### config.mk
export PLATFORM = sky130hd
export DESIGN_NAME = axi_bcast_nx
export DESIGN_NICKNAME = d
export VERILOG_FILES = /design/src/rtl/axi_bcast_nx_pkg.sv /design/src/rtl/axis_fifo_fwft.sv /design/src/rtl/axi_bcast_nx.sv
export SDC_FILE = /design/constraint.sdc
export NUM_CORES = 1
export LEC_CHECK = 0
export ABC_AREA = 0
export CELL_PAD_IN_SITES_DETAIL_PLACEMENT = 1
export CELL_PAD_IN_SITES_GLOBAL_PLACEMENT = 1
export CORE_MARGIN = 3
export CORE_UTILIZATION = 40
export CTS_CLUSTER_SIZE = 12
export DETAILED_ROUTE_END_ITERATION = 16
export GPL_TIMING_DRIVEN = 0
export PLACE_DENSITY = 0.71
export SYNTH_ARGS = -nofsm -noshare
export SYNTH_HDL_FRONTEND = slang
export SYNTH_SLANG_ARGS = --single-unit
### constraint.sdc
create_clock -name clk -period 2.5 [get_ports clk]
set_clock_uncertainty 0.2 [all_clocks]
set_input_delay 0.5 -clock clk [delete_from_list [all_inputs] [get_ports clk]]
set_output_delay 0.5 -clock clk [all_outputs]
set_load 0.01 [all_outputs]
### src/rtl/axi_bcast_nx_pkg.sv
`default_nettype none
// ============================================================================
// Module      : axi_bcast_nx_pkg
// Description : Shared definitions for the AXI-Stream broadcaster.
//               Provides the operating-mode enum, a constant clog2 helper and
//               a slice macro for the flattened per-channel buses.
// Ports       : none (package)
// Revision    : 1.0 - initial release
// ============================================================================

`ifndef AXI_BCAST_NX_PKG_MACROS
`define AXI_BCAST_NX_PKG_MACROS
// Selects lane k of a flattened bus whose lanes are w bits wide.
`define AXI_BCAST_SLICE(k, w) ((k)*(w)) +: (w)
`endif

package axi_bcast_nx_pkg;

  // Behaviour of a channel whose FIFO is full when the input offers a beat.
  typedef enum logic {
    MODE_BACKPRESSURE = 1'b0,
    MODE_DROP         = 1'b1
  } bcast_mode_e;

  // Ceiling log2, usable in constant expressions.
  function automatic int clog2(input int value);
    int v;
    int r;
    v = value - 1;
    r = 0;
    while (v > 0) begin
      r = r + 1;
      v = v >> 1;
    end
    return r;
  endfunction

endpackage

`default_nettype wire

### src/rtl/axis_fifo_fwft.sv
`default_nettype none
// ============================================================================
// Module      : axis_fifo_fwft
// Description : First-word-fall-through FIFO. The head entry is presented on
//               dout straight from registered storage whenever not empty.
// Ports       : clk, rst_n (sync, active-low)
//               push/din  - write din when push=1 (ignored while full)
//               pop       - retire the head entry (ignored while empty)
//               dout      - head entry, valid when empty=0
//               full      - registered count == DEPTH
//               empty     - registered count == 0
// Revision    : 1.0 - initial release
// ============================================================================
module axis_fifo_fwft
  import axi_bcast_nx_pkg::*;
#(
  parameter int WIDTH = 16,
  parameter int DEPTH = 4
) (
  input  logic             clk,
  input  logic             rst_n,
  input  logic             push,
  input  logic [WIDTH-1:0] din,
  output logic             full,
  input  logic             pop,
  output logic [WIDTH-1:0] dout,
  output logic             empty
);

  localparam int AW = clog2(DEPTH);

  logic [WIDTH-1:0] mem_q [DEPTH];
  logic [WIDTH-1:0] mem_d [DEPTH];
  logic [AW-1:0]    wr_ptr_q, wr_ptr_d;
  logic [AW-1:0]    rd_ptr_q, rd_ptr_d;
  logic [AW:0]      count_q, count_d;
  logic             do_push;
  logic             do_pop;

  assign full    = (count_q == (AW+1)'(DEPTH));
  assign empty   = (count_q == '0);
  assign dout    = mem_q[rd_ptr_q];
  assign do_push = push & ~full;
  assign do_pop  = pop & ~empty;

  always_comb begin
    mem_d    = mem_q;
    wr_ptr_d = wr_ptr_q;
    rd_ptr_d = rd_ptr_q;
    count_d  = count_q;
    if (do_push) begin
      mem_d[wr_ptr_q] = din;
      // DEPTH is a power of two, so pointers wrap naturally.
      wr_ptr_d        = wr_ptr_q + AW'(1);
    end
    if (do_pop) begin
      rd_ptr_d = rd_ptr_q + AW'(1);
    end
    case ({do_push, do_pop})
      2'b10:   count_d = count_q + (AW+1)'(1);
      2'b01:   count_d = count_q - (AW+1)'(1);
      default: count_d = count_q;
    endcase
  end

  // Storage needs no reset: it is only observed through count/pointers.
  always_ff @(posedge clk) begin
    mem_q <= mem_d;
  end

  always_ff @(posedge clk) begin
    if (!rst_n) begin
      wr_ptr_q <= '0;
      rd_ptr_q <= '0;
      count_q  <= '0;
    end else begin
      wr_ptr_q <= wr_ptr_d;
      rd_ptr_q <= rd_ptr_d;
      count_q  <= count_d;
    end
  end

endmodule

`default_nettype wire

### src/rtl/axi_bcast_nx.sv
`default_nettype none
// ============================================================================
// Module      : axi_bcast_nx
// Description : AXI-Stream broadcaster, one input fanned out to N_OUT outputs,
//               each behind its own FWFT FIFO. Full channels either stall the
//               input (DROP_ON_FULL=0) or discard and count beats (=1).
// Ports       : clk, rst_n (sync, active-low)
//               I_tdata/I_tvalid/I_tready - input stream
//               ch_en     - per-channel enable, sampled with the accept
//               O_tdata   - channel k at [k*WIDTH +: WIDTH]
//               O_tvalid/O_tready - per-channel handshake
//               drop_cnt  - channel k saturating drop count at [k*CNT_W +: CNT_W]
// Revision    : 1.0 - initial release
// ============================================================================
module axi_bcast_nx
  import axi_bcast_nx_pkg::*;
#(
  parameter int WIDTH        = 16,
  parameter int N_OUT        = 2,
  parameter int DEPTH        = 4,
  parameter int DROP_ON_FULL = 0,
  parameter int CNT_W        = 16
) (
  input  logic                   clk,
  input  logic                   rst_n,
  input  logic [WIDTH-1:0]       I_tdata,
  input  logic                   I_tvalid,
  output logic                   I_tready,
  input  logic [N_OUT-1:0]       ch_en,
  output logic [N_OUT*WIDTH-1:0] O_tdata,
  output logic [N_OUT-1:0]       O_tvalid,
  input  logic [N_OUT-1:0]       O_tready,
  output logic [N_OUT*CNT_W-1:0] drop_cnt
);

  localparam bcast_mode_e MODE = (DROP_ON_FULL != 0) ? MODE_DROP : MODE_BACKPRESSURE;

  logic [N_OUT-1:0] full;
  logic [N_OUT-1:0] empty;
  logic [N_OUT-1:0] push;
  logic [N_OUT-1:0] drop;
  logic [N_OUT-1:0] pop;
  logic             tready;
  logic             accept;

  // Ready only looks at registered FIFO state, never at O_tready, so a full
  // channel blocks the input even when it is popping this cycle.
  always_comb begin
    tready = rst_n;
    if (MODE == MODE_BACKPRESSURE) begin
      for (int k = 0; k < N_OUT; k++) begin
        if (ch_en[k] && full[k]) begin
          tready = 1'b0;
        end
      end
    end
  end

  assign I_tready = tready;
  assign accept   = I_tvalid & tready;
  assign O_tvalid = ~empty;
  assign pop      = O_tvalid & O_tready;

  always_comb begin
    push = '0;
    drop = '0;
    for (int k = 0; k < N_OUT; k++) begin
      push[k] = accept & ch_en[k] & ~full[k];
      drop[k] = (MODE == MODE_DROP) & accept & ch_en[k] & full[k];
    end
  end

  for (genvar k = 0; k < N_OUT; k++) begin : g_ch
    logic [CNT_W-1:0] drop_cnt_q, drop_cnt_d;

    axis_fifo_fwft #(
      .WIDTH (WIDTH),
      .DEPTH (DEPTH)
    ) u_fifo (
      .clk   (clk),
      .rst_n (rst_n),
      .push  (push[k]),
      .din   (I_tdata),
      .full  (full[k]),
      .pop   (pop[k]),
      .dout  (O_tdata[`AXI_BCAST_SLICE(k, WIDTH)]),
      .empty (empty[k])
    );

    // Saturate at all-ones rather than wrapping.
    always_comb begin
      drop_cnt_d = drop_cnt_q;
      if (drop[k] && (drop_cnt_q != '1)) begin
        drop_cnt_d = drop_cnt_q + CNT_W'(1);
      end
    end

    always_ff @(posedge clk) begin
      if (!rst_n) begin
        drop_cnt_q <= '0;
      end else begin
        drop_cnt_q <= drop_cnt_d;
      end
    end

    assign drop_cnt[`AXI_BCAST_SLICE(k, CNT_W)] = drop_cnt_q;
  end

endmodule

`default_nettype wire
* Word level (Yosys, flattened, before mapping)
Index checks and enable logic that the tools add are counted.
** Storage, ports and cells
- Register bits :: 142
- Latch bits :: 0
- Bits in writable memories :: 0
- Memory bits (read-only) :: 0
- Input port bits :: 23
- Output and inout port bits :: 67
- Logic and storage cells :: 77
- Memories :: 0
** Cells by class
- $add $sub $neg :: 8
- Multiply operators :: 0
- Div/mod/pow operators :: 0
- Order comparisons :: 6
- Equal/unequal tests :: 6
- Shift-type cells :: 0
- Muxes and demuxes :: 16
- Bitwise operators :: 19
- Reduce and logical (&&, ||, !) cells :: 8
** Operators with widths (count)
- $bwmux 64 :: 2
- $mux 16 :: 6
- $bmux 16 s2 :: 2
- $demux 16 s2 :: 2
- $ge 3x3->1 const B :: 4
- $not 2->3 :: 4
- $pmux 3 s2 :: 2
- $and 1x1->1 :: 9
- $add 2x1->2 const B :: 4
- $add 3x1->3 const B :: 2
- $eq 3x3->1 const B :: 2
- $logic_not 3->1 :: 2
- $lt 3x1->1 const B :: 2
- $sub 3x1->3 const B :: 2
- $eq 2x1->1 const B :: 2
- $eq 2x2->1 const B :: 2
- $logic_and 1x1->1 :: 4
- $not 1->1 :: 4
- $reduce_bool 2->1 :: 2
- $and 2x2->2 :: 1
- $mux 1 :: 2
- $not 2->2 :: 1

* Depth between registers and ports, before layout
Gate-level depths: netlist of the first run.
- Depth in word-level cells :: 10
- Mapped depth :: 9
- Gate-level depth less buffers :: 9

* By module
Synthesis of the first run repeated with hierarchy kept, for this count alone.
** Unflattened totals
- Cells, all modules :: 313
- Area total of the unflattened synthesis :: 5908.2 sq um
** Modules (own cells, without submodules)
- axis_fifo_fwft :: times used 2, cells each 135, area each 2798.9 sq um, seq. area each 2062.0 sq um
- axi_bcast_nx :: times used 1, cells each 43, area each 310.3 sq um, seq. area each 0.0 sq um

* Worst setup path after synthesis of the first run
No wires, ideal clock.
- Path type :: input -> register
- Start :: input ch_en[0]
- End :: register g_ch[1].u_fifo.count_q[2]
- Setup time :: 0.071 ns
- Arrival time :: 2.040 ns
- Required time :: 2.229 ns
- Setup slack :: 0.190 ns
- Cell stages on the path :: 9
- Path buffers :: 0
- Path through :: and4bb_4 > a311oi_4 > inv_1 > ha_1 > inv_1 > fa_1 > xor2_1 > or3_1 > a21oi_1
** On the way
- Word-level cells in the longest chain between the ends :: 9
** RTL lines
- start: declaration :: line axi_bcast_nx.sv:29 : input logic [N_OUT-1:0] ch_en,
- $logic_and 1x1->1 * :: line axi_bcast_nx.sv:52 : if (ch_en[k] && full[k]) begin
- $mux 1 * (2 in series) :: line axi_bcast_nx.sv:52
- $and 1x1->1 * :: line axi_bcast_nx.sv:60 : assign accept = I_tvalid & tready;
- $and 1x1->1 * (2 in series) :: line axi_bcast_nx.sv:68 : push[k] = accept & ch_en[k] & ~full[k];
- $and 1x1->1 * :: line axis_fifo_fwft.sv:43 : assign do_push = push & ~full;
- $eq 2x1->1 / $eq 2x2->1 (equally long branches) :: line axis_fifo_fwft.sv:59 : case ({do_push, do_pop})
- $pmux 3 s2 / $reduce_bool 2->1 (equally long branches)
- end signal: assignment :: line axis_fifo_fwft.sv:79 : count_q <= count_d;
- end: declaration :: line axis_fifo_fwft.sv:36 : logic [AW:0] count_q, count_d;
Mark *: on every way between the ends. The rest lies on a longest branch, timed or not.
A chain may end at the register's enable or synchronous reset.

* Final worst setup path of the first run
- Start :: register g_ch[0].u_fifo.rd_ptr_q[0]
- End :: output O_tdata[9]
** On the way
- Word-level cells in the longest chain between the ends :: 4
** RTL lines
- start: declaration :: line axis_fifo_fwft.sv:35 : logic [AW-1:0] rd_ptr_q, rd_ptr_d;
- start signal: assignment :: line axis_fifo_fwft.sv:78 : rd_ptr_q <= rd_ptr_d;
- $not 2->3 (implied by the code) :: line axis_fifo_fwft.sv:42 : assign dout = mem_q[rd_ptr_q];
- $bmux 16 s2 :: line axis_fifo_fwft.sv:42
- $mux 16 (implied by the code) (2 in series) :: line axis_fifo_fwft.sv:42
- end: declaration :: line axi_bcast_nx.sv:30 : output logic [N_OUT*WIDTH-1:0] O_tdata,
Every way passes these cells. The select of a mux whose other input is x is not followed.

==> run summary, run 1 <==
Die Span Y: 126 µm
number of global-route vias before repair: 3164
dpl cells: 566
sequential share of the synthesized area: 0.715
most frequent cells in the layout: edfxtp_1, buf_4, mux4_2, conb_1, clkdlybuf4s50_1
Post-synth EDFFs: 128
Worst setup SP type: flop
num rows: 43
GR Util met3: 0.0543
cell area power density: 899 nW/µm²
largest net degree at the start of global routing: 17
n_diodes: 0
Mapped Area: 5770 µm²
CTS tree: yes
largest family of logic cells by synthesized area: multiplexers
RSZ-0062 raised after global routing: yes
vias after detailed routing: 2922
mux contribution to synthesized area: 0.132
final worst path period share: 0.985
met2 usage: 0.260
vias per cell: 4.83
Filler cells: 1335
Req. time, crit path: 1.80 ns
crit path DAT: 1.76 ns
Crit Path Class: flop to output pin
Max Clk Rate: 406 MHz
commonest non-fill, non-tap cell in the layout: edfxtp_1
post-route design area: 7350 µm²
Final min period: 2.46 ns
adder-cell area share of the yosys netlist: 0.0286
Worst-Margin Slew: 0.541 ns
Layout area overhead: 27.3%
Post-Route WL: 12100 µm
IO Pins: 90
share of layout cells above drive strength 1: 0.360
CTS root buf: clkbuf_16
worst-path maximum fanout: 6
maximum VDD drop: 394 µV
CTS sink cnt: 142
synthesized instance count: 298
cts bufs inserted: 17
later-pin clock latency in the skew report: 0.42 ns
DP Area: 6680 µm²
post-synthesis compound-gate area fraction: 0.0206
Wirelength per Cell: 19.9 µm
number of DRC markers in iteration 0: 299
status: completed
CTS Buffer Depth: 2
fraction of synthesized cell area in xor and xnor cells: 0.0121
GR Util met1: 0.211
All-Layer GR Usage: 0.162
DIE AREA: 15900 µm²
Clk pin slew, worst setup/hold paths: 0.06 ns
total of max-cap violations: 0
drt drc: 0
post-route ant nets: 0
synthesized flop and latch total: 142
global-route wire length before repair: 18900 µm
number of I/O port buffers: 57
nets@finish: 449
Synth Area in Simple Gates: 0.0308
Final Max Tran Viols: 0
final hold viol count: 0
Core Util, Final: 0.525
die span in x: 126 µm
post-route insts no fill: 605
initial antenna violation count: 0
Critical Path Sink Type: output pin
setup slack at placement: -0.711 ns
First-pass DRT Iterations: 4
post-route worst setup slack: 0.0376 ns
final total power: 6.60 mW
GR peak layer: met2
ys async rst share: 0
Yosys cell types: 29
worst min path class: flop to flop
grt total ovfl: 0
YS warnings: 0
setup violators final: 0
Avg Inst Size Synth: 19.4 µm²
htree depth: 4
hpwl dp: 7130 µm
starting density of the core: 0.413
Worst slew margin: 0.639
Top FF cell, synth: edfxtp_1
Hold Buf Count CTS: 0
setup slack, reg-to-reg: 0.18 ns
CORE AREA: 14000 µm²
Pleak: 2.58 nW
Routability Congestion: 0.724
-- registers in the layout, summed over array words and instances, names as in the netlist --
name and cells:
g_ch.u_fifo.mem_q 128, g_ch.u_fifo.count_q 6, g_ch.u_fifo.rd_ptr_q 4, g_ch.u_fifo.wr_ptr_q 4
-- per-stage QoR --
stage	hold slack (ns)	setup TNS, ns
floorplan	0.268	0
global placement	0.283	-66.74
detailed placement	0.313	-74.25
CTS	0.321	-0.197
global route	0.342	-0.0605
finish	0.323	0
-- layout make-up --
| type | count | area [µm²] | area share |
|---|---|---|---|
| Sequential cell | 142 | 4130 | 0.563 |
| Multi-Input combinational cell | 131 | 1440 | 0.195 |
| Timing Repair Buffer | 66 | 621 | 0.0845 |
| Clock buffer | 17 | 425 | 0.0579 |
| Buffer | 41 | 373 | 0.0507 |
| Tap cell | 180 | 225 | 0.0307 |
| Clock inverter | 13 | 77.6 | 0.0106 |
| Inverter | 15 | 56.3 | 0.00766 |
-- repair_timing --
action | CTS | global route
setup buffers | 6 | 1
gates cloned | 4 | 0
pin swaps | 2 | 0
gates resized for setup | 130 | 22
endpoints found under the setup margin | 101 | 21
-- cell families (layout without fill, tap and decap cells) --
group	after synthesis	count (layout)
AOI/OAI and AO/OA	12	12
and+or+nand+nor	31	31
muxes	36	36
other	1	32
buffers and inverters	56	152
xor gates and xnor gates	8	8
DFF	142	142
adders and majority gates	12	12
-- critical path: stages (launching register included) --
cell	delay, ns
dfxtp_4	0.37
buf_12	0.14
buf_12	0.12
mux4_2	0.55
buf_6	0.15
-- per-layer routing --
metal | routed length, µm | vias up
li1 | - | 1325
met1 | 5310 | 1495
met2 | 5990 | 93
met3 | 652 | 9
met4 | 102 | 0
met5 | 0 | -
-- where the power goes --
part	switching, mW	total [mW]	internal (mW)	leakage, nW
logic	0.704	1.66	0.961	1.07
clock network	0.921	2.16	1.24	0.238
registers	0.0919	2.78	2.69	1.27
total	1.72	6.60	4.89	2.58
-- Yosys cell counts (2+ instances only) --
master	n	area share
nor2_1	10	0.0065
a21oi_1	4	0.0035
xor2_1	6	0.0091
buf_4	36	0.047
dfxtp_1	14	0.049
or3_1	3	0.0033
and2_1	4	0.0043
o311ai_0	2	0.0030
xnor2_1	2	0.0030
edfxtp_1	128	0.67
nand2_1	4	0.0026
mux2i_1	4	0.0069
inv_1	15	0.0098
o21ai_0	2	0.0017
a311oi_4	2	0.0091
fa_1	2	0.0069
mux4_2	32	0.12
nand3_1	2	0.0017
and2_2	4	0.0052
buf_2	4	0.0035
ha_1	10	0.022
-- final timing paths --
path / cells past startpoint / from / end
max: 4 / g_ch[0].u_fifo.rd_ptr_q[0]$_SDFFE_PN0P_ / O_tdata[9]
min: 2 / g_ch[1].u_fifo.wr_ptr_q[1]$_SDFFE_PN0P_ / g_ch[1].u_fifo.wr_ptr_q[1]$_SDFFE_PN0P_
max reg2reg: 9 / g_ch[1].u_fifo.count_q[1]$_SDFFE_PN0P_ / g_ch[0].u_fifo.count_q[2]$_SDFFE_PN0P_
min reg2reg: 2 / g_ch[1].u_fifo.wr_ptr_q[1]$_SDFFE_PN0P_ / g_ch[1].u_fifo.wr_ptr_q[1]$_SDFFE_PN0P_
No activity file was read; power rests on OpenSTA's default activity.
==> run 2: changes to the inputs <==
--- a/config.mk
+++ b/config.mk
@@ -10,10 +10,12 @@
 export CELL_PAD_IN_SITES_GLOBAL_PLACEMENT = 1
 export CORE_MARGIN = 3
 export CORE_UTILIZATION = 40
+export CTS_CLUSTER_DIAMETER = 200
 export CTS_CLUSTER_SIZE = 12
 export DETAILED_ROUTE_END_ITERATION = 16
 export GPL_TIMING_DRIVEN = 0
 export PLACE_DENSITY = 0.71
+export SLEW_MARGIN = 20
 export SYNTH_ARGS = -nofsm -noshare
 export SYNTH_HDL_FRONTEND = slang
 export SYNTH_SLANG_ARGS = --single-unit
==> results of run 2 <==
The final DEF is identical to that of run 1; final timing and power are the same.
==> run 3: changes to the inputs <==
--- a/config.mk
+++ b/config.mk
@@ -8,6 +8,7 @@
 export ABC_AREA = 0
 export CELL_PAD_IN_SITES_DETAIL_PLACEMENT = 1
 export CELL_PAD_IN_SITES_GLOBAL_PLACEMENT = 1
+export CORE_ASPECT_RATIO = 1.5
 export CORE_MARGIN = 3
 export CORE_UTILIZATION = 40
 export CTS_CLUSTER_DIAMETER = 200
==> run 3 against run 2 <==
  * The run now ends with setup timing left
  * Global-route usage is 0.29 points lower
  * Sequential share of layout area is 1.4 points lower
  * Largest power group unchanged
  * Die area is 0.19% higher
  * Hold slack worse by 0.023 ns
  * Combinational power hardly changed
  * Utilization is 1.0 points higher
  * First-iteration DRC count is 44% lower
  * Clock-buffer cell count stayed put
  * Non-clock buffer count is 2 higher
==> run summary, run 3 (synthesis results as in run 1) <==
CTS Buffer Depth: 2 (unchanged)
maximum VDD drop: 463 µV (+18%)
hpwl dp: 7590 µm (+6.5%)
Post-Route WL: 11900 µm (-1.6%)
post-route insts no fill: 621 (+2.6%)
Pleak: 2.66 nW (+3.0%)
final hold viol count: 0 (unchanged)
Worst slew margin: 0.646 (+0.00675)
n_diodes: 0 (unchanged)
setup violators final: 1 (+1)
met2 usage: 0.291 (+0.0301)
setup slack, reg-to-reg: 0.16 ns (-0.02 ns)
Filler cells: 1336 (+0.075%)
R2R Path End: g_ch[0].u_fifo.count_q[2]$_SDFFE_PN0P_
CP bufs+invs: 4 (+1)
First-pass DRT Iterations: 4 (unchanged)
Wirelength per Cell: 19.1 µm (-4.1%)
Max Clk Rate: 394 MHz (-2.9%)
starting density of the core: 0.410 (-0.00206)
max reg flops: 128 (unchanged)
Final min period: 2.54 ns (+0.0748 ns)
Worst-Margin Slew: 0.524 ns (-0.0168 ns)
vias per cell: 4.72 (-2.2%)
Hold Buf Count CTS: 0 (unchanged)
r2r startpoint: g_ch[1].u_fifo.count_q[0]$_SDFFE_PN0P_
nets@finish: 451 (+0.45%)
initial antenna violation count: 0 (unchanged)
Crit Path Class: flop to output pin
RSZ-0062 raised after global routing: yes
Die Span Y: 153 µm (+21%)
Routability Congestion: 0.727 (+0.46%)
GR peak layer: met2
Critical-path top delay cell: mux4_2
All-Layer GR Usage: 0.159 (-0.00290)
Worst setup SP type: flop
crit path DAT: 1.84 ns (+0.08 ns)
drt drc: 0 (unchanged)
GR Util met3: 0.0414 (-0.0129)
CTS tree: yes
global-route wire length before repair: 18700 µm (-0.99%)
Cell Chain, Critical Path: buf_16 > buf_12 > buf_6 > mux4_2 > buf_6
largest net degree at the start of global routing: 17 (unchanged)
Hold EP: g_ch[1].u_fifo.wr_ptr_q[1]$_SDFFE_PN0P_
area of the multi-input gates: 1440 µm² (+0.26%)
slowest stage delay, CP: 0.51 ns (-0.04 ns)
number of DRC markers in iteration 0: 166 (-44%)
later-pin clock latency in the skew report: 0.41 ns (about the same)
final total power: 7.10 mW (+7.5%)
DP Area: 6700 µm² (+0.22%)
sequential standard cell area: 4130 µm² (about the same)
die span in x: 104 µm (-17%)
Critical Path Sink Type: output pin
number of I/O port buffers: 57 (unchanged)
htree depth: 4 (unchanged)
Clk pin slew, worst setup/hold paths: 0.06 ns (about the same)
DIE AREA: 15900 µm² (+0.19%)
hold_ws: 0.300 ns (-0.0225 ns)
final worst path period share: 1.01 (+0.0299)
largest registers: g_ch.u_fifo.mem_q: 128 flops, g_ch.u_fifo.count_q: 6 flops
num rows: 53 (+23%)
cell area power density: 943 nW/µm² (+4.9%)
dpl cells: 578 (+2.1%)
failing checks: setup timing
commonest non-fill, non-tap cell in the layout: edfxtp_1
Layout area overhead: 30.5%
Final Max Tran Viols: 0 (unchanged)
number of global-route vias before repair: 3198 (+1.1%)
total of max-cap violations: 0 (unchanged)
cts bufs inserted: 17 (unchanged)
Req. time, crit path: 1.80 ns (about the same)
Sum Neg Setup Slack: -0.0371 ns (-0.0371 ns)
status: finished with violations
CTS root buf: clkbuf_16
worst-path maximum fanout: 8 (+2)
worst min path class: flop to flop
largest register by flop count: g_ch.u_fifo.mem_q
GR Util met1: 0.179 (-0.0323)
Worst path top cell family by delay: multiplexers
Hold Path Depth: 2 (unchanged)
CORE AREA: 14100 µm² (+0.50%)
Hold Startpoint: g_ch[1].u_fifo.wr_ptr_q[1]$_SDFFE_PN0P_
share of layout cells above drive strength 1: 0.368 (+0.00830)
CTS sink cnt: 142 (unchanged)
grt total ovfl: 0 (unchanged)
post-route ant nets: 0 (unchanged)
Worst path most repeated cell: buf_6
post-route worst setup slack: -0.0371 ns (-0.0748 ns)
most frequent cells in the layout: edfxtp_1, buf_4, mux4_2, conb_1, clkdlybuf4s50_1
IO Pins: 90 (unchanged)
vias after detailed routing: 2933 (+0.38%)
Reg2Reg Depth: 9 (unchanged)
post-route design area: 7530 µm² (+2.5%)
run 3: changes by cell type in the layout (fill, tap and decap cells not counted), sizes merged:
cell           previous run  this run
buf                      67        66
bufbuf                    2         1
bufinv                    0         4
clkbuf                   23        24
clkdlybuf4s15             3         5
clkinv                    9         8
dlygate4sd2               6         7
inv                      16        15
run 3: per-stage QoR:
stage / worst slack [ns] / utilization
2_1_floorplan: 0.190 / -
3_3_place_gp: -0.651 / 0.476
3_5_place_dp: -0.780 / 0.476
4_1_cts: -0.0663 / 0.529
5_1_grt: -0.0945 / 0.536
6_report: -0.0371 / 0.536
run 3: worst max-delay path by stage:
| stage | from | endpoint | slack, ns | cells after the start |
|---|---|---|---|---|
| final | g_ch[1].u_fifo.rd_ptr_q[0]$_SDFFE_PN0P_ | O_tdata[26] | -0.04 | 5 |
| after global routing | g_ch[1].u_fifo.rd_ptr_q[0]$_SDFFE_PN0P_ | O_tdata[26] | -0.09 | 5 |
| after CTS | g_ch[1].u_fifo.rd_ptr_q[0]$_SDFFE_PN0P_ | O_tdata[26] | -0.07 | 5 |
| after detailed placement | rst_n | g_ch[0].u_fifo.mem_q[30]$_DFFE_PP_ | -0.78 | 4 |
| after global placement | rst_n | g_ch[0].u_fifo.mem_q[62]$_DFFE_PP_ | -0.65 | 4 |
| after floorplan | ch_en[0] | g_ch[1].u_fifo.count_q[2]$_SDFFE_PN0P_ | 0.19 | 9 |
run 3: area by class of cell:
cell class                 count  share of cell area
multi-input combinational    131               0.191
timing repair buffer          68              0.0896
tap                          192              0.0319
sequential                   142               0.549
clock inverter                15              0.0261
buffer                        41              0.0485
inverter                      15             0.00748
clock buffer                  17              0.0565
run 3: worst register-to-register path, delay by kind of cell (launching register included):
family | cells | cell delay, ns
adders and majority gates | 2 | 0.36
AOI/OAI and AO/OA | 2 | 0.45
buffers and inverters | 2 | 0.14
xor gates and xnor gates | 1 | 0.07
DFF | 1 | 0.44
and+or+nand+nor | 2 | 0.61
run 3: report_power, final:
group | internal, mW | switching, mW
clock network | 1.66 | 0.963
logic | 0.988 | 0.695
registers | 2.69 | 0.0985
run 3: routing by layer:
layer	share of wire	up-vias	wire, µm
met2	0.57	71	6720
met4	0.013	0	155
met1	0.39	1521	4570
met5	0	-	0
li1	-	1330	-
met3	0.036	11	422
run 3: timing repair:
item	in CTS	in global routing
pin swaps	2	0
setup buffers	5	3
cloned	3	0
resized for setup	117	31
endpoints found under the setup margin	101	25
